==> config.mk <==
export PLATFORM = sky130hd
export DESIGN_NAME = inst_fetcher
export DESIGN_NICKNAME = d
export VERILOG_FILES = /design/src/rtl/inst_fetcher_pkg.sv /design/src/rtl/inst_fetcher_icache_dm.sv /design/src/rtl/inst_fetcher.sv
export SDC_FILE = /design/constraint.sdc
export NUM_CORES = 1
export LEC_CHECK = 0
export ABC_AREA = 1
export CORE_UTILIZATION = 48
export DETAILED_ROUTE_END_ITERATION = 12
export PLACE_DENSITY = 0.86
export SYNTH_ARGS = -nofsm -noshare
export SYNTH_HDL_FRONTEND = slang
export SYNTH_SLANG_ARGS = --single-unit
==> constraint.sdc <==
create_clock -name clk_in -period 2.1 [get_ports clk_in]
set_input_delay 0.21 -clock clk_in [delete_from_list [all_inputs] [get_ports clk_in]]
set_output_delay 0.21 -clock clk_in [all_outputs]
set_load 0.03 [all_outputs]
==> src/rtl/inst_fetcher_pkg.sv <==
// Shared state encoding and defaults for the instruction fetcher.
package inst_fetcher_pkg;

  localparam int IF_STATE_BIT       = 2;
  localparam int ICACHE_IDX_DEFAULT = 4;

  typedef enum logic [IF_STATE_BIT-1:0] {
    IF_FETCH = 2'd0,
    IF_WAIT  = 2'd1,
    IF_READY = 2'd2,
    IF_DRAIN = 2'd3
  } if_state_e;

  function automatic logic [31:0] word_addr(input logic [31:0] a);
    return {a[31:2], 2'b00};
  endfunction

endpackage

==> src/rtl/inst_fetcher_icache_dm.sv <==
// Direct-mapped one-word-per-line instruction cache: combinational lookup,
// synchronous fill. Used by inst_fetcher only when ICACHE_EN is defined.
module icache_dm #(
  parameter int IDX = 4
) (
  input  logic        clk_in,
  input  logic        rst_in,
  input  logic [29:0] lookup_word_i,
  output logic        hit_o,
  output logic [31:0] data_o,
  input  logic        fill_we_i,
  input  logic [29:0] fill_word_i,
  input  logic [31:0] fill_data_i
);

  localparam int LINES = 1 << IDX;
  localparam int TAG_W = 30 - IDX;

  logic [LINES-1:0] valid_q;
  logic [TAG_W-1:0] tag_q  [LINES];
  logic [31:0]      data_q [LINES];

  logic [IDX-1:0]   l_idx, f_idx;
  logic [TAG_W-1:0] l_tag, f_tag;

  assign l_idx = lookup_word_i[IDX-1:0];
  assign l_tag = lookup_word_i[29:IDX];
  assign f_idx = fill_word_i[IDX-1:0];
  assign f_tag = fill_word_i[29:IDX];

  assign hit_o  = valid_q[l_idx] && (tag_q[l_idx] == l_tag);
  assign data_o = data_q[l_idx];

  genvar gi;
  generate
    for (gi = 0; gi < LINES; gi++) begin : g_valid
      always_ff @(posedge clk_in or negedge rst_in) begin
        if (!rst_in)
          valid_q[gi] <= 1'b0;
        else if (fill_we_i && (f_idx == gi[IDX-1:0]))
          valid_q[gi] <= 1'b1;
      end
    end
  endgenerate

  // Tag/data storage needs no reset; the valid bits gate every hit.
  always_ff @(posedge clk_in) begin
    if (fill_we_i) begin
      tag_q[f_idx]  <= f_tag;
      data_q[f_idx] <= fill_data_i;
    end
  end

endmodule

==> src/rtl/inst_fetcher.sv <==
// PC owner and fetch sequencer between memory controller and decoder.
// Optional instruction cache enabled by defining ICACHE_EN.
module inst_fetcher
  import inst_fetcher_pkg::*;
#(
  parameter logic [31:0] RESET_PC   = 32'h0,
  parameter int          ICACHE_IDX = ICACHE_IDX_DEFAULT
) (
  input  logic        clk_in,
  input  logic        rst_in,
  input  logic        rdy_in,
  output logic        mem_req,
  output logic [31:0] mem_addr,
  input  logic        mem_done,
  input  logic [31:0] mem_data,
  output logic        inst_input,
  output logic [31:0] inst,
  output logic [31:0] inst_addr,
  input  logic        is_stall,
  input  logic [31:0] next_PC,
  input  logic        rob_clear,
  input  logic [31:0] rob_restart_addr
);

  if_state_e   state_q;
  logic [31:0] pc_q;
  logic        mem_req_q;
  logic [31:0] mem_addr_q;
  logic        inst_input_q;
  logic [31:0] inst_q;
  logic [31:0] inst_addr_q;

  logic        cache_hit;
  logic [31:0] cache_data;

  generate
    if (ICACHE_IDX < 1 || ICACHE_IDX > 20) begin : g_idx_check
      $error("inst_fetcher: ICACHE_IDX out of range");
    end
  endgenerate

`ifdef ICACHE_EN
  logic [31:0] lookup_addr;
  logic        fill_we;

  // A redirect takes precedence over the decoder's successor for the lookup.
  assign lookup_addr = rob_clear ? rob_restart_addr : next_PC;
  assign fill_we     = rdy_in && (state_q == IF_WAIT) && mem_done && !rob_clear;

  icache_dm #(.IDX(ICACHE_IDX)) u_icache (
    .clk_in        (clk_in),
    .rst_in        (rst_in),
    .lookup_word_i (lookup_addr[31:2]),
    .hit_o         (cache_hit),
    .data_o        (cache_data),
    .fill_we_i     (fill_we),
    .fill_word_i   (pc_q[31:2]),
    .fill_data_i   (mem_data)
  );
`else
  assign cache_hit  = 1'b0;
  assign cache_data = 32'h0;
`endif

  always_ff @(posedge clk_in or negedge rst_in) begin
    if (!rst_in) begin
      state_q      <= IF_FETCH;
      pc_q         <= RESET_PC;
      mem_req_q    <= 1'b0;
      mem_addr_q   <= 32'h0;
      inst_input_q <= 1'b0;
      inst_q       <= 32'h0;
      inst_addr_q  <= 32'h0;
    end else if (rdy_in) begin
      if (rob_clear) begin
        pc_q         <= rob_restart_addr;
        inst_input_q <= 1'b0;
        if (state_q == IF_DRAIN) begin
          if (mem_done) begin
            mem_req_q <= 1'b0;
            state_q   <= IF_FETCH;
          end
        end else if (state_q == IF_WAIT && !mem_done) begin
          // The outstanding request must still complete; swallow it in DRAIN.
          state_q <= IF_DRAIN;
        end else begin
          mem_req_q <= 1'b0;
          if (cache_hit) begin
            inst_q       <= cache_data;
            inst_addr_q  <= rob_restart_addr;
            inst_input_q <= 1'b1;
            state_q      <= IF_READY;
          end else begin
            state_q <= IF_FETCH;
          end
        end
      end else begin
        case (state_q)
          IF_FETCH: begin
            mem_req_q  <= 1'b1;
            mem_addr_q <= word_addr(pc_q);
            state_q    <= IF_WAIT;
          end
          IF_WAIT: begin
            if (mem_done) begin
              inst_q       <= mem_data;
              inst_addr_q  <= pc_q;
              inst_input_q <= 1'b1;
              mem_req_q    <= 1'b0;
              state_q      <= IF_READY;
            end
          end
          IF_READY: begin
            if (!is_stall) begin
              pc_q <= next_PC;
              if (cache_hit) begin
                inst_q       <= cache_data;
                inst_addr_q  <= next_PC;
                inst_input_q <= 1'b1;
              end else begin
                inst_input_q <= 1'b0;
                state_q      <= IF_FETCH;
              end
            end
          end
          IF_DRAIN: begin
            if (mem_done) begin
              mem_req_q <= 1'b0;
              state_q   <= IF_FETCH;
            end
          end
          default: state_q <= IF_FETCH;
        endcase
      end
    end
  end

  assign mem_req    = mem_req_q;
  assign mem_addr   = mem_addr_q;
  assign inst_input = inst_input_q;
  assign inst       = inst_q;
  assign inst_addr  = inst_addr_q;

endmodule
# Yosys cells after proc, flatten, opt, wreduce, memory -nomap -nowiden
# Cells that the tools add are included.
[classes]
n_reduce_logical = 13
n_eq_ne = 7
n_mux = 19
bitwise_logic = 1
[op_table]
columns = ["cell", "count"]
rows = [
  ["2-to-1 mux 32 bit", 3],
  ["2-to-1 mux 2 bit", 6],
  ["AND reduction 3 bit", 4],
  ["!= test 3 bit, second input constant", 3],
  ["case mux 2 bit (4 select lines)", 1],
  ["AND reduction 4 bit", 2],
  ["2-to-1 mux 1 bit", 7],
  ["nonzero test 3 bit", 2],
  ["== test 2 bit, second input constant", 2],
  ["case mux 1 bit (2 select lines)", 2],
  ["== test 2 x 1 -> 1 bit, second input constant", 1],
  ["logical NOT 2 bit", 1],
  ["!= test 2 x 1 -> 1 bit, second input constant", 1],
  ["nonzero test 2 bit", 1],
  ["OR reduction 2 bit", 1],
  ["logical AND 1 bit", 1],
  ["logical NOT 1 bit", 1],
  ["inverter 1 bit", 1],
]
[totals]
in_bits = 102
regBits = 130
elab_cells = 47
output_inout_bits = 98

# Longest topological paths before layout
[depth]
ltp_word = 5
depth_mapped = 9
depth_no_buf = 8

# Least setup slack after synthesis
# No wires, ideal clock.
[synth_path]
kind = "register to register"
startpoint = "register state_q[1]"
endpoint = "register inst_addr_q[26], in the netlist inst_addr[26]"
slack_ns = 0.773
stages_incl_launch_ff = 9
setup_time_ns = 0.119
synth_period_minus_slack_ns = 1.327
path_buffers = 2
arrival_ns = 1.208
cell_sequence = "dfrtp_1 inv_2 nand2_4 nor2_4 inv_2 buf_6 buf_6 nand2_1 o21ai_2"
[synth_between]
elab_chain_len = 2
[synth_lines]
columns = ["item", "line_no", "source"]
rows = [
  ["start, declared", "inst_fetcher.sv:25", "if_state_e state_q;"],
  ["start signal, assigned", "inst_fetcher.sv:67", "state_q <= IF_FETCH;"],
  ["start signal, assigned", "inst_fetcher.sv:81", "state_q <= IF_FETCH;"],
  ["start signal, assigned", "inst_fetcher.sv:85", "state_q <= IF_DRAIN;"],
  ["== test 2 x 1 -> 1 bit", "inst_fetcher.sv:98", "case (state_q)"],
  ["AND reduction 4 bit (no line)", "-", ""],
  ["end signal, assigned", "inst_fetcher.sv:90", "inst_addr_q <= rob_restart_addr;"],
  ["end signal, assigned", "inst_fetcher.sv:107", "inst_addr_q <= pc_q;"],
  ["end signal, assigned", "inst_fetcher.sv:118", "inst_addr_q <= next_PC;"],
  ["end, declared", "inst_fetcher.sv:31", "logic [31:0] inst_addr_q;"],
]
# Every way passes these cells.
# A chain may end at the register's enable or synchronous reset.

# Worst setup path in the final report
[layout_path]
startpoint = "register inst_input_q, in the netlist inst_input"
endpoint = "output port inst_input"
[layout_rtl]
columns = ["item", "line_no", "source"]
rows = [
  ["start, declared", "inst_fetcher.sv:29", "logic inst_input_q;"],
  ["start signal, assigned", "inst_fetcher.sv:71", "inst_input_q <= 1'b0;"],
  ["start signal, assigned", "inst_fetcher.sv:77", "inst_input_q <= 1'b0;"],
  ["start signal, assigned", "inst_fetcher.sv:91", "inst_input_q <= 1'b1;"],
  ["end, declared", "inst_fetcher.sv:16", "output logic inst_input,"],
]
# No word-level cell between the ends.

==> metrics.txt <==
largest family of logic cells by synthesized area=simple AND/OR/NAND/NOR gates; DP Area=0.007522 sq mm; nets@finish=906; Top Family by Delay on Critical Path=buffers and inverters; filler instances=765; M1 GR Usage=29.86%; Post-synth top cells=227 x nand2_1, 130 x dfrtp_1, 103 x o21ai_0; # DRC=0; buffer and inverter count on the worst path=1; sequential element share of the synthesized area=59.80%; XOR/XNOR Fraction of Synth Area=0%; dpl hpwl=10.28 mm; ys flop type=dfrtp_1; CP required=1.89 ns; CP Cell Sequence=clkdlybuf4s50_1; hold crit path type=in2async; vias in the first global route=4680; Clk pin slew, worst setup/hold paths=0.05 ns; largest net degree at the start of global routing=61; setup_tns=0 ns; area share of the largest cell type after synthesis=59.80%; run status=completed; post-CTS setup buffers=0; CP max stage delay=0.73 ns; grt met2 use=45.43%; max-cap violation count=0; H-tree levels=4; share of layout cells above drive strength 1=11.75%; core area=0.01094 sq mm; DIE AREA=0.01176 sq mm; Synth Cell Area=0.005440 sq mm; Post-Synthesis Cells=609; Period minus WS final=1.708 ns; startpoint types=flip-flop; Async SR Flop Fraction=100.0%; Slew Viols, Final=0; Hold Fails Final Rpt=0; Distinct cells, synth=22; compound-cell area share of the yosys netlist=12.05%; Post-synth EDFFs=0; Area contributors post-synth=dfrtp_1 60%, nand2_1 16%, o21ai_0 9.5%, or2_2 3.7%, inv_1 2.5%; worst-skew pair later-pin latency=0.41 ns; Max Fclk=585.4 MHz; routed wire length per instance=15.26 um; Port Buffers=197; first-pass GRT wire length=22.49 mm; cell total after placement=924; drt pass-1 iters=7; Num Clock Sinks=130; routability cong.=0.8545; Slew @ Worst Pin=0.5835 ns; Final ANT Viol Nets=0; Die Y=108.5 um; simple-gate share of the synthesized area=21.48%; Num CTS Buffers=17; CP max-delay cell=clkdlybuf4s50_1; crit share post-route=81.35%; # IOs=200; post-synth top area cell=dfrtp_1; VDD IR max=883.2 uV; syn avg cell area=8.933 sq um; post-route cell area=0.008145 sq mm; global route overflow=0; initial antenna violation count=0; post-synthesis adder-cell area fraction=0%; critical path peak fanout=2; Synth Register Bits=130; busiest grt layer=met2; top-count cell post-synth=nand2_1; initial core utilization=49.75%; crit path DAT=1.50 ns; site row count=38; Die Span X=108.5 um; WL final=14.60 mm; Tot Pwr=12.84 mW; CTS Buffer Depth=2; RSZ-0062 raised after global routing=false; gr usage total=25.24%; kind of critical path=reg2out; met3 usage=5.124%; mux cell area share after synthesis=0%; vias per cell=5.014; Area growth syn-to-layout=49.72%; via count=4798; CTS root buffer=clkbuf_16; Crit. End Element=output pin; leak pwr=3.841 nW; Layout Skew=0.008893 ns; n_diodes=0; Slew headroom=61.10%; Syn. warnings=0; non-filler cells, final=957; DRT iter0 DRCs=317; Hold WS=0.3416 ns; final setup vio count=0; total power divided by cell area=1577 mW/mm^2; CTS tree=built
## where the power goes
part	internal, mW	leakage (nW)	switching, mW
clock network	1.93	0.289	1.08
logic	2.23	1.91	3.29
registers	3.61	1.64	0.704
total	7.77	3.84	5.08
## area by class of cell
class	instances	area, sq um	share of cell area [%]
sequential	130	3253	39.94
timing repair buffer	212	2122	26.05
multi-input combinational	403	1832	22.49
clock buffer	20	456.7	5.607
tap	140	175.2	2.151
clock inverter	12	156.4	1.920
inverter	40	150.1	1.843
## sequential cells by signal (all words and copies together), names as in the netlist
| name | flops |
|---|---|
| pc_q | 32 |
| state_q | 2 |
| inst_addr | 32 |
| inst | 32 |
| mem_addr | 30 |
| inst_input | 1 |
| mem_req | 1 |
## final timing paths
kind                            cells after the start                   endpoint  slack [ns]              startpoint
worst max-delay path                                1                 inst_input        0.39  inst_input$_DFFE_PN0P_
worst min-delay path                                2        mem_req$_DFFE_PN0P_        0.34                  rst_in
worst max register to register                      7  inst_addr[10]$_DFFE_PN0P_        0.61  state_q[1]$_DFFE_PN0P_
worst min register to register                      2        inst[0]$_DFFE_PN0P_        0.47     inst[0]$_DFFE_PN0P_
max in group asynchronous                           3       inst[11]$_DFFE_PN0P_        1.08                  rst_in
min in group clk_in                                 3       inst[21]$_DFFE_PN0P_        0.34            mem_data[21]
## per-stage QoR
step	worst slack [ns]	util (%)
5_1_grt	0.3696	74.49
3_5_place_dp	0.3286	68.79
6_report	0.3917	74.49
2_1_floorplan	0.7733	-
4_1_cts	0.3742	74.49
3_3_place_gp	0.3862	68.79
## timing repair
item,CTS,global route
hold buffers,1,0
resized for setup,0,0
hold endpoints to repair,42,0
setup endpoints to repair,0,0
## kinds of logic after synthesis
group                  count (synthesis)
DFF                                  130
AOI/OAI and AO/OA                    125
and+or+nand+nor                      276
other                                  1
buffers and inverters                 77
## cell usage in the layout (no fill, tap or decap)
master           instances
clkinv_4                 2
dlygate4sd3_1            1
nand2_1                227
conb_1                   2
nor2_4                   1
nor2_1                   3
clkbuf_16               17
inv_2                    4
clkbuf_8                 2
inv_1                   36
clkbuf_1                 1
nand3_1                  6
clkinv_2                 2
nand4_1                  2
bufinv_16                3
clkinvlp_4               4
nand2_2                  2
or2_2                   32
o21ai_2                  8
dfrtp_1                130
o21ai_1                 13
buf_12                   3
clkdlybuf4s50_1        196
o21ai_0                103
nand2_4                  1
nand3_2                  1
a21oi_1                  1
nand3_4                  1
inv_6                    1
buf_4                   12
## routing by layer
metal,routed length [um],vias up
li1,-,2305
met1,5804,2304
met2,7935,174
met3,661,15
met4,200,0
met5,0,-
Note: power is estimated with default switching activity, not from simulation.
